<file path="config.mk">
export PLATFORM = sky130hd
export DESIGN_NAME = ram_1w_nr_clr
export DESIGN_NICKNAME = d
export VERILOG_FILES = /design/src/rtl/ram_1w_nr_clr.sv
export SDC_FILE = /design/constraint.sdc
export NUM_CORES = 1
export LEC_CHECK = 0
export ABC_AREA = 1
export CAP_MARGIN = 15
export CORE_AREA = 2 2 463 465
export DETAILED_ROUTE_END_ITERATION = 7
export DIE_AREA = 0 0 465 467
export PLACE_DENSITY = 0.39
export SLEW_MARGIN = 10
export SYNTH_ARGS = -nofsm -noshare
export SYNTH_HDL_FRONTEND = slang
export SYNTH_SLANG_ARGS = --single-unit
export TNS_END_PERCENT = 50
</file>
<file path="constraint.sdc">
create_clock -name clk -period 2.86 [get_ports clk]
set_clock_uncertainty 0.05 [all_clocks]
set_input_delay 0.286 -clock clk [delete_from_list [all_inputs] [get_ports clk]]
set_output_delay 0.286 -clock clk [all_outputs]
set_load 0.1 [all_outputs]
</file>
<file path="src/rtl/ram_1w_nr_clr.sv">
// ram_1w_nr_clr: one-write / N-read register-file RAM with a hardware clear.
// Optional per-lane even parity and par_inj port: define RAM_1W_NR_CLR_PARITY_EN.
module ram_1w_nr_clr #(
  parameter int WORD_COUNT  = 32,
  parameter int WORD_WIDTH  = 32,
  parameter int ADDR_WIDTH  = 5,
  parameter int RD_PORTS    = 2,
  parameter int MASK_WIDTH  = 1,
  parameter int SYNC_READ   = 0,
  parameter int WRITE_FIRST = 0
) (
  input  logic                           clk,
  input  logic                           rst_n,
`ifdef RAM_1W_NR_CLR_PARITY_EN
  input  logic                           par_inj,
`endif
  input  logic                           clr_req,
  output logic                           clr_busy,
  input  logic                           wr_en,
  input  logic [MASK_WIDTH-1:0]          wr_mask,
  input  logic [ADDR_WIDTH-1:0]          wr_addr,
  input  logic [WORD_WIDTH-1:0]          wr_data,
  output logic                           wr_drop,
  input  logic [RD_PORTS-1:0]            rd_en,
  input  logic [RD_PORTS*ADDR_WIDTH-1:0] rd_addr,
  output logic [RD_PORTS*WORD_WIDTH-1:0] rd_data,
  output logic [RD_PORTS-1:0]            rd_perr
);

  localparam int LW = WORD_WIDTH / MASK_WIDTH;
  localparam int IW = (WORD_COUNT > 1) ? $clog2(WORD_COUNT) : 1;
  localparam logic [ADDR_WIDTH:0]   LP_WC   = (ADDR_WIDTH+1)'(WORD_COUNT);
  localparam logic [ADDR_WIDTH-1:0] LP_LAST = ADDR_WIDTH'(WORD_COUNT - 1);

  typedef enum logic {
    ST_CLEAR = 1'b0,
    ST_IDLE  = 1'b1
  } state_t;

  state_t                r_state;
  state_t                w_state_nx;
  logic [ADDR_WIDTH-1:0] r_clr_cnt;
  logic [ADDR_WIDTH-1:0] w_clr_cnt_nx;
  logic                  r_wr_drop;

  logic [WORD_WIDTH-1:0] r_mem [WORD_COUNT];

  logic                  w_wr_in;
  logic                  w_wr_ok;
  logic [IW-1:0]         w_wr_idx;
  logic [IW-1:0]         w_clr_idx;
  logic [WORD_WIDTH-1:0] w_wr_old;
  logic [WORD_WIDTH-1:0] w_wr_merge;

  always_ff @(posedge clk or negedge rst_n) begin
    if (!rst_n) begin
      r_state   <= ST_CLEAR;
      r_clr_cnt <= '0;
    end else begin
      r_state   <= w_state_nx;
      r_clr_cnt <= w_clr_cnt_nx;
    end
  end

  always_comb begin
    w_state_nx   = r_state;
    w_clr_cnt_nx = r_clr_cnt;
    unique case (r_state)
      ST_CLEAR: begin
        if (r_clr_cnt == LP_LAST) begin
          w_state_nx   = ST_IDLE;
          w_clr_cnt_nx = '0;
        end else begin
          w_clr_cnt_nx = r_clr_cnt + 1'b1;
        end
      end
      ST_IDLE: begin
        if (clr_req) begin
          w_state_nx   = ST_CLEAR;
          w_clr_cnt_nx = '0;
        end
      end
      default: begin
        w_state_nx   = ST_CLEAR;
        w_clr_cnt_nx = '0;
      end
    endcase
  end

  assign clr_busy = (r_state == ST_CLEAR);

  assign w_wr_in   = ({1'b0, wr_addr} < LP_WC);
  assign w_wr_ok   = wr_en & ~clr_busy & w_wr_in;
  assign w_wr_idx  = wr_addr[IW-1:0];
  assign w_clr_idx = r_clr_cnt[IW-1:0];
  assign w_wr_old  = w_wr_in ? r_mem[w_wr_idx] : '0;

  always_comb begin
    w_wr_merge = w_wr_old;
    for (int l = 0; l < MASK_WIDTH; l++) begin
      if (wr_mask[l]) begin
        w_wr_merge[l*LW +: LW] = wr_data[l*LW +: LW];
      end
    end
  end

  // The array has no reset; the clear sequencer owns it while busy.
  always_ff @(posedge clk) begin
    if (clr_busy) begin
      r_mem[w_clr_idx] <= '0;
    end else if (w_wr_ok) begin
      r_mem[w_wr_idx] <= w_wr_merge;
    end
  end

  always_ff @(posedge clk or negedge rst_n) begin
    if (!rst_n) begin
      r_wr_drop <= 1'b0;
    end else begin
      r_wr_drop <= wr_en & (clr_busy | ~w_wr_in);
    end
  end

  assign wr_drop = r_wr_drop;

`ifdef RAM_1W_NR_CLR_PARITY_EN
  logic [MASK_WIDTH-1:0] r_par [WORD_COUNT];
  logic [MASK_WIDTH-1:0] w_wr_pold;
  logic [MASK_WIDTH-1:0] w_wr_pnew;
  logic [MASK_WIDTH-1:0] w_wr_pmerge;

  function automatic logic [MASK_WIDTH-1:0] lane_par(
    input logic [WORD_WIDTH-1:0] d
  );
    logic [MASK_WIDTH-1:0] r;
    for (int l = 0; l < MASK_WIDTH; l++) begin
      r[l] = ^d[l*LW +: LW];
    end
    return r;
  endfunction

  assign w_wr_pold = w_wr_in ? r_par[w_wr_idx] : '0;

  always_comb begin
    w_wr_pnew    = lane_par(wr_data);
    w_wr_pnew[0] = w_wr_pnew[0] ^ par_inj;
    w_wr_pmerge  = w_wr_pold;
    for (int l = 0; l < MASK_WIDTH; l++) begin
      if (wr_mask[l]) begin
        w_wr_pmerge[l] = w_wr_pnew[l];
      end
    end
  end

  always_ff @(posedge clk) begin
    if (clr_busy) begin
      r_par[w_clr_idx] <= '0;
    end else if (w_wr_ok) begin
      r_par[w_wr_idx] <= w_wr_pmerge;
    end
  end
`endif

  for (genvar p = 0; p < RD_PORTS; p++) begin : g_rd
    logic [ADDR_WIDTH-1:0] w_ra;
    logic [IW-1:0]         w_ridx;
    logic                  w_rin;
    logic                  w_hit;
    logic [WORD_WIDTH-1:0] w_rv;
    logic                  w_rpe;

    assign w_ra   = rd_addr[p*ADDR_WIDTH +: ADDR_WIDTH];
    assign w_ridx = w_ra[IW-1:0];
    assign w_rin  = ({1'b0, w_ra} < LP_WC);
    assign w_hit  = (WRITE_FIRST != 0) && w_wr_ok && (wr_addr == w_ra);

    // Busy or out-of-range reads return zero; bypass only on an accepted write.
    always_comb begin
      w_rv = '0;
      if (!clr_busy && w_rin) begin
        w_rv = w_hit ? w_wr_merge : r_mem[w_ridx];
      end
    end

`ifdef RAM_1W_NR_CLR_PARITY_EN
    logic [MASK_WIDTH-1:0] w_rpar;

    always_comb begin
      w_rpar = '0;
      if (!clr_busy && w_rin) begin
        w_rpar = w_hit ? w_wr_pmerge : r_par[w_ridx];
      end
    end

    assign w_rpe = |(lane_par(w_rv) ^ w_rpar);
`else
    assign w_rpe = 1'b0;
`endif

    if (SYNC_READ != 0) begin : g_sync
      logic [WORD_WIDTH-1:0] r_rd;
      logic                  r_pe;

      always_ff @(posedge clk or negedge rst_n) begin
        if (!rst_n) begin
          r_rd <= '0;
          r_pe <= 1'b0;
        end else if (rd_en[p]) begin
          r_rd <= w_rv;
          r_pe <= w_rpe;
        end
      end

      assign rd_data[p*WORD_WIDTH +: WORD_WIDTH] = r_rd;
      assign rd_perr[p] = r_pe;
    end else begin : g_comb
      logic w_unused_en;

      assign w_unused_en = rd_en[p];
      assign rd_data[p*WORD_WIDTH +: WORD_WIDTH] = w_rv;
      assign rd_perr[p] = w_rpe;
    end
  end

endmodule

</file>
==> out/summary.md, run 1 <==
- **result of the run** finished, final reports clean
- **Post-CTS Setup Bufs** 0
- **number of port buffers** 117
- **number of non-filler instances in the completed layout** 9,164
- **number of placed I/O pins** 122
- **Crit Reg-Reg Startpoint** r_state
- **number of cell instances on the worst register-to-register path** 9
- **area fraction of the dominant cell type after synthesis** 0.581
- **die width** 465 um
- **critical path startpoint category** flop
- **fraction of layout instances using a drive strength above 1** 0.111
- **cell count after synthesis** 6,085
- **H-tree lvl count** 3
- **routed wire length** 230,000 um
- **Layout fillers** 21,807
- **total die area** 217,000 um2
- **number of clock buffers inserted by TritonCTS** 120
- **worst-path cell chain** bufbuf_16, nand2_1, nor2_1, buf_4, buf_12
- **post-detailed-route via-to-cell ratio** 4.96
- **fin util** 0.307
- **number of detailed-routing iterations run before antenna repair** 7
- **required time of the worst setup path** 2.52 ns
- **maximum clock path buffer count** 3
- **TritonCTS clock tree** yes
- **pin count of the biggest net entering global routing** 112
- **worst path buffer plus inverter count** 3
- **MaxCap Viol Count** 0
- **CTS sink cnt** 1,031
- **top cells by area, synth** sky130_fd_sc_hd__edfxtp_1 58%, sky130_fd_sc_hd__nand2_1 18%, sky130_fd_sc_hd__nand3_1 13%, sky130_fd_sc_hd__nor2_1 2.4%, sky130_fd_sc_hd__buf_2 1.7%
- **family with the most delay on the worst path** buffers and inverters
- **power density over cell area** 722 nW/um2
- **total area of sequential cells** 30,900 um2
- **WS Path Type** flop to primary output
- **cell area after synthesis** 52,900 um2
- **die outline height** 467 um
- **maximum fanout along the worst path** 34
- **highest attainable clock frequency** 0.356 GHz
- **total area of multi-input combinational cells** 19,400 um2
- **worst vdd ir** 0.724 mV
- **final-report setup violation count** 0
- **number of flops mapped to enable cells by yosys** 1,024
- **worst flop-to-flop path endpoint** r_mem[16][31]
- **setup slack on the worst flop-to-flop path** 0.20 ns
- **synthesis-to-layout area growth** 22.7%
- **static power due to leakage** 25.2 nW
- **Max Slew Vio Count** 0
- **Worst Slack Setup Final** 0.0545 ns
- **async set or reset register ratio after synthesis** 0.00679
- **global route total overflow** 0
- **minimum clock period after layout** 2.81 ns
- **number of global-route vias before repair** 43,962
- **post-synth top area cell** sky130_fd_sc_hd__edfxtp_1
- **type of destination of the critical path** primary output
- **worst setup timing slack at the placement stage** -0.172 ns
- **source of the critical timing path** r_state
- **remaining design rule violation count** 0
- **core region area** 212,000 um2
- **synthesis-stage register bit count** 1,031
- **antenna violations before repair** 5
- **worst-margin pin slew** 0.693 ns
- **slowest cell delay on critical path** 0.53 ns
- **final setup TNS** 0 ns
- **slew margin rel.** 0.538
- **number of placed instances with taps included** 8,935
- **Worst Hold Class** input port to async pin
- **antenna-violating nets left** 0
- **predominant post-synthesis flop cell** sky130_fd_sc_hd__edfxtp_1
- **DP Wirelength** 142,000 um
- **global routing usage summed across all routing layers** 0.207
- **slowest stage cell on the critical path** sky130_fd_sc_hd__dfrtp_4
- **placer's final routability congestion estimate** 0.818
- **buffer cell driving the clock tree root** sky130_fd_sc_hd__clkbuf_16
- **clk_lat worst skew** 0.80 ns
- **Starting Density** 0.250
- **total number of vias** 45,459
- **clock-pin slew on the worst setup and hold paths** 0.06 ns
- **iteration-0 DRC count of the detailed router** 4,388
- **number of cell rows** 169
- **Net count, final** 6,296
- **worst endpoint data arrival time** 2.47 ns
- **average detailed-routed wire length per instance** 25.1 um
- **sequential area share after synthesis** 0.585
- **Final Hold Viols** 0
- **first-pass GRT wire length** 326,000 um
- **part of the cycle the worst path needs** 0.981
- **distinct cell type count of the synthesized netlist** 24
- **Syn Area/Cell** 8.69 um2
- **warning count from the yosys run** 0
- **final hold slack** 0.249 ns
## power by group
group	switching (W)	internal, W
logic	0.00839	0.00356
registers	0.000620	0.0184
clock network	0.00671	0.00919
total	0.0157	0.0311
## worst register-to-register path: cells and delay by family (launching register included)
kind | cells | cell delay, ns
compound gates | 1 | 0.14
simple gates | 4 | 0.73
flops | 1 | 0.53
buf+inv | 4 | 0.87
## through the flow
stage / power, W / cell area [um2]
6_report: 0.0468 / 64900
5_1_grt: 0.0485 / 64900
4_1_cts: 0.0473 / 64900
3_5_place_dp: 0.0311 / 60800
3_3_place_gp: 0.0311 / 60800
2_1_floorplan: 0.0250 / 52900
## synth_stat cells (3+ instances only)
master                        n
sky130_fd_sc_hd__inv_2        3
sky130_fd_sc_hd__buf_4       35
sky130_fd_sc_hd__o21ai_1     30
sky130_fd_sc_hd__a21oi_1    129
sky130_fd_sc_hd__buf_6       67
sky130_fd_sc_hd__clkbuf_1    97
sky130_fd_sc_hd__nand2_1   2517
sky130_fd_sc_hd__nand3_1   1357
sky130_fd_sc_hd__buf_8        4
sky130_fd_sc_hd__buf_1       68
sky130_fd_sc_hd__buf_2      180
sky130_fd_sc_hd__edfxtp_1  1024
sky130_fd_sc_hd__inv_1       94
sky130_fd_sc_hd__nor2_1     342
sky130_fd_sc_hd__o21ai_0    122
sky130_fd_sc_hd__dfrtp_1      7
## state kept, by name, indices dropped and copies added, names as in the netlist
signal and flops:
r_clr_cnt 5, wr_drop 1, r_mem 1024, r_state 1
## how the worst max path moves through the flow
stage	endpoint	slack, ns	depth (start not counted)
final	rd_data[53]	0.05	5
after global placement	r_mem[8][0]	-0.18	10
after CTS	rd_data[8]	-0.03	4
after detailed placement	r_mem[3][15]	-0.17	10
after floorplan	r_mem[12][0]	-0.23	9
after global routing	rd_data[23]	-0.009	10
## cell families after synthesis
| kind of cell | count (synthesis) | synth area share |
|---|---|---|
| compound gates | 283 | 0.0269 |
| xor+xnor | 1 | 0.000166 |
| fa+ha+maj | 2 | 0.000473 |
| buf+inv | 549 | 0.0561 |
| flops | 1031 | 0.585 |
| other cells | 1 | 0.0000709 |
| simple gates | 4218 | 0.332 |
## per-layer routing
layer | part of all wire | GRT usage | up-vias
met5 | 0 | 0 | -
met4 | 0.030 | 0.0665 | 0
met3 | 0.053 | 0.0206 | 341
met2 | 0.48 | 0.346 | 1694
met1 | 0.44 | 0.280 | 22529
li1 | - | - | 20895
## placed cells by master (no fill, tap or decap), types with 3 or more instances in the layout
cell type	netlist	layout
sky130_fd_sc_hd__nand2_1	2517	2513
sky130_fd_sc_hd__nand3_1	1357	1357
sky130_fd_sc_hd__edfxtp_1	1024	1024
sky130_fd_sc_hd__nor2_1	342	272
sky130_fd_sc_hd__buf_12	0	228
sky130_fd_sc_hd__buf_4	35	201
sky130_fd_sc_hd__a21oi_1	129	129
sky130_fd_sc_hd__clkbuf_16	0	122
sky130_fd_sc_hd__o21ai_0	122	121
sky130_fd_sc_hd__inv_1	94	88
sky130_fd_sc_hd__clkdlybuf4s50_1	0	41
sky130_fd_sc_hd__nor2_2	0	37
sky130_fd_sc_hd__nor2_4	0	33
sky130_fd_sc_hd__o21ai_1	30	30
sky130_fd_sc_hd__clkinv_2	0	25
sky130_fd_sc_hd__clkbuf_1	97	23
sky130_fd_sc_hd__clkinv_1	0	22
sky130_fd_sc_hd__bufinv_16	0	15
sky130_fd_sc_hd__dfrtp_1	7	6
sky130_fd_sc_hd__inv_8	0	5
sky130_fd_sc_hd__clkinv_4	0	5
sky130_fd_sc_hd__nand2_2	0	4
sky130_fd_sc_hd__clkinvlp_4	0	4
sky130_fd_sc_hd__buf_8	4	4
sky130_fd_sc_hd__inv_6	0	3
sky130_fd_sc_hd__dlygate4sd3_1	0	3
## cell type report
| class | count | share of cell area |
|---|---|---|
| Clock buffer | 147 | 0.0488 |
| Multi-Input combinational cell | 4506 | 0.298 |
| Inverter | 98 | 0.00657 |
| Timing Repair Buffer | 483 | 0.103 |
| Tap cell | 2821 | 0.0544 |
| Sequential cell | 1031 | 0.477 |
| Clock inverter | 77 | 0.0126 |
| Antenna cell | 1 | 0.0000386 |
## repair_timing
action,CTS,global route
cloned,1,0
endpoints found under the setup margin,23,264
endpoints found under the hold margin,9,0
hold buffers,3,0
resized for setup,8,8
Note: power is estimated with default switching activity, not from simulation.
==> run 2: changes to the inputs <==
- CORE_AREA: 2 2 463 465 -> 4 4 465 467
- DIE_AREA: 0 0 465 467 -> 0 0 469 471
==> run 2 against run 1 <==
  * Combinational power about the same
  * Sequential share of layout area increased by 0.051 points
  * Sequential cell count unchanged
  * Final area decreased by 0.11%
  * Die area increased by 1.7%
  * Critical path type unchanged
  * Largest cell class unchanged
  * Largest power group unchanged
  * Highest routed layer is now met5
==> out/summary.md, run 2 (synthesized netlist as in run 1, its figures left out) <==
- **worst flop-to-flop path endpoint** r_mem[10][21]
- **Crit Reg-Reg Startpoint** r_state
- **static power due to leakage** 25.1 nW
- **required time of the worst setup path** 2.52 ns
- **post-detailed-route via-to-cell ratio** 4.97
- **critical path startpoint category** flop
- **overall power of the completed layout** 0.0471 W
- **CTS sink cnt** 1,031
- **P_sw** 0.0160 W
- **fraction of layout instances using a drive strength above 1** 0.110
- **MaxCap Viol Count** 0
- **global routing usage summed across all routing layers** 0.207
- **most frequent standard cell in the layout excluding fill and tap cells** sky130_fd_sc_hd__nand2_1
- **most frequent cells in the layout** 2,514 x sky130_fd_sc_hd__nand2_1, 1,357 x sky130_fd_sc_hd__nand3_1, 1,024 x sky130_fd_sc_hd__edfxtp_1
- **TritonCTS clock tree** yes
- **buffer cell driving the clock tree root** sky130_fd_sc_hd__clkbuf_16
- **slowest stage cell on the critical path** sky130_fd_sc_hd__dfrtp_4
- **family with the most delay on the worst path** buffers and inverters
- **sequential share of power** 0.403
- **number of port buffers** 117
- **first-pass GRT wire length** 332,000 um
- **remaining design rule violation count** 0
- **Worst Slack Setup Final** 0.0583 ns
- **slowest cell delay on critical path** 0.59 ns
- **antenna-violating nets left** 0
- **M3 GR Usage** 0.0266
- **leading registers by flop count** r_mem x1024, r_clr_cnt x5
- **iteration-0 DRC count of the detailed router** 4,688
- **minimum clock period after layout** 2.80 ns
- **worst endpoint data arrival time** 2.47 ns
- **slew margin rel.** 0.447
- **Post-DP Area** 60,600 um2
- **worst setup timing slack at the placement stage** -0.219 ns
- **Final Hold Viols** 0
- **Max Slew Vio Count** 0
- **number of cell instances on the worst register-to-register path** 7
- **die width** 469 um
- **H-tree lvl count** 4
- **source of the critical timing path** r_state
- **capture point of the critical path** rd_data[7]
- **clk_lat worst skew** 0.80 ns
- **pin count of the biggest net entering global routing** 71
- **final std cell area, no fill** 64,800 um2
- **DP Wirelength** 140,000 um
- **fraction of power consumed by combinational cells** 0.256
- **result of the run** finished, final reports clean
- **global route total overflow** 0
- **part of the cycle the worst path needs** 0.980
- **number of global-route vias before repair** 44,393
- **met2 track demand over resource in global routing** 0.340
- **placer's final routability congestion estimate** 0.789
- **final hold slack** 0.252 ns
- **number of detailed-routing iterations run before antenna repair** 6
- **worst path buffer plus inverter count** 3
- **Starting Density** 0.250
- **antenna violations before repair** 5
- **maximum clock path buffer count** 3
- **routed wire length** 233,000 um
- **highest attainable clock frequency** 0.357 GHz
- **design internal power** 0.0311 W
- **maximum fanout along the worst path** 34
- **Worst Hold Class** input port to async pin
- **register with the highest flop count** r_mem
- **type of destination of the critical path** primary output
- **worst-margin pin slew** 0.830 ns
- **worst vdd ir** 0.692 mV
- **final-report setup violation count** 0
- **total die area** 221,000 um2
- **Net count, final** 6,294
- **number of gates on the worst path with buffers counted** 5
- **met1 track utilization from global routing** 0.280
- **total number of vias** 45,503
- **setup slack on the worst flop-to-flop path** 0.18 ns
- **number of cell rows** 169
- **switch share** 0.340
- **worst-path cell chain** buf_16, nand2_1, nor2_1, buf_4, buf_12
- **clock-pin slew on the worst setup and hold paths** 0.06 ns
- **clock group share of total power** 0.342
- **power density over cell area** 726 nW/um2
- **WS Path Type** flop to primary output
- **unrepaired setup endpoints after global routing** no
- **average detailed-routed wire length per instance** 25.4 um
- **number of flip-flops in the largest register** 1,024
- **synthesis-to-layout area growth** 22.6%
- **die outline height** 471 um
- **number of placed I/O pins** 122
- **core region area** 212,000 um2
- **number of non-filler instances in the completed layout** 9,162
- **number of placed instances with taps included** 8,921
- **number of clock buffers inserted by TritonCTS** 131
- **peak-usage layer in the global routing report** met2
==> run 2: changes by cell type in the layout (fill, tap and decap cells not counted), moves of 5 or more <==
cell | previous run | this run
sky130_fd_sc_hd__bufinv_16 | 15 | 7
sky130_fd_sc_hd__clkinv_4 | 5 | 0
sky130_fd_sc_hd__clkinv_2 | 25 | 15
sky130_fd_sc_hd__buf_4 | 201 | 194
sky130_fd_sc_hd__clkinv_1 | 22 | 34
sky130_fd_sc_hd__inv_6 | 3 | 8
sky130_fd_sc_hd__nor2_1 | 272 | 257
sky130_fd_sc_hd__o21ai_1 | 30 | 35
sky130_fd_sc_hd__nor2_2 | 37 | 50
sky130_fd_sc_hd__clkbuf_16 | 122 | 134
sky130_fd_sc_hd__clkbuf_1 | 23 | 29
sky130_fd_sc_hd__buf_12 | 228 | 220
==> run 2: power groups by stage <==
stage,logic (W),registers (W),clock network (W)
5_1_grt,0.0128,0.0191,0.0171
2_1_floorplan,0.00582,0.0192,0
4_1_cts,0.0122,0.0190,0.0165
3_5_place_dp,0.0119,0.0192,0
3_3_place_gp,0.0119,0.0192,0
6_report,0.0120,0.0190,0.0161
==> run 2: routing by layer <==
| metal | vias to the layer above | routed length (um) |
|---|---|---|
| met3 | 369 | 12800 |
| met5 | - | 13 |
| met1 | 22546 | 102000 |
| met2 | 1689 | 110000 |
| li1 | 20897 | - |
| met4 | 2 | 8200 |
==> run 2: layout make-up <==
class	count	area, um2
Antenna cell	1	2.50
Clock buffer	163	3460
Clock inverter	72	586
Fill cell	21899	147000
Inverter	98	432
Multi-Input combinational cell	4506	19400
Sequential cell	1031	30900
Tap cell	2821	3530
Timing Repair Buffer	470	6490
==> run 2: worst min path at each step <==
stage | startpoint | end | depth (start not counted)
2_1_floorplan | rst_n | r_clr_cnt[0] | 0
3_3_place_gp | r_clr_cnt[3] | r_clr_cnt[3] | 2
3_5_place_dp | r_clr_cnt[4] | r_clr_cnt[4] | 2
4_1_cts | rst_n | r_clr_cnt[0] | 2
5_1_grt | rst_n | r_clr_cnt[0] | 2
6_report | rst_n | r_clr_cnt[0] | 2
==> run 2: what timing repair did <==
item	in CTS	in global routing
endpoints found under the hold margin	9	0
setup endpoints to repair	37	205
gates cloned	2	0
hold buffers	3	0
buffers inserted	0	0
gates resized for setup	19	19
==> run 2: metrics by stage <==
step / util / setup TNS (ns)
2_1_floorplan: - / -186.97
3_3_place_gp: 0.286 / -75.91
3_5_place_dp: 0.286 / -40.26
4_1_cts: 0.306 / -0.0342
5_1_grt: 0.306 / 0
6_report: 0.306 / 0
==> run 2: worst reg2reg max path, cell delays in order (launching register included) <==
cell and delay [ns]:
sky130_fd_sc_hd__dfrtp_4 0.59, sky130_fd_sc_hd__nand3_4 0.15, sky130_fd_sc_hd__buf_4 0.21, sky130_fd_sc_hd__o21ai_1 0.40, sky130_fd_sc_hd__nand3_1 0.13, sky130_fd_sc_hd__buf_4 0.24, sky130_fd_sc_hd__nor2_4 0.35, sky130_fd_sc_hd__buf_12 0.22
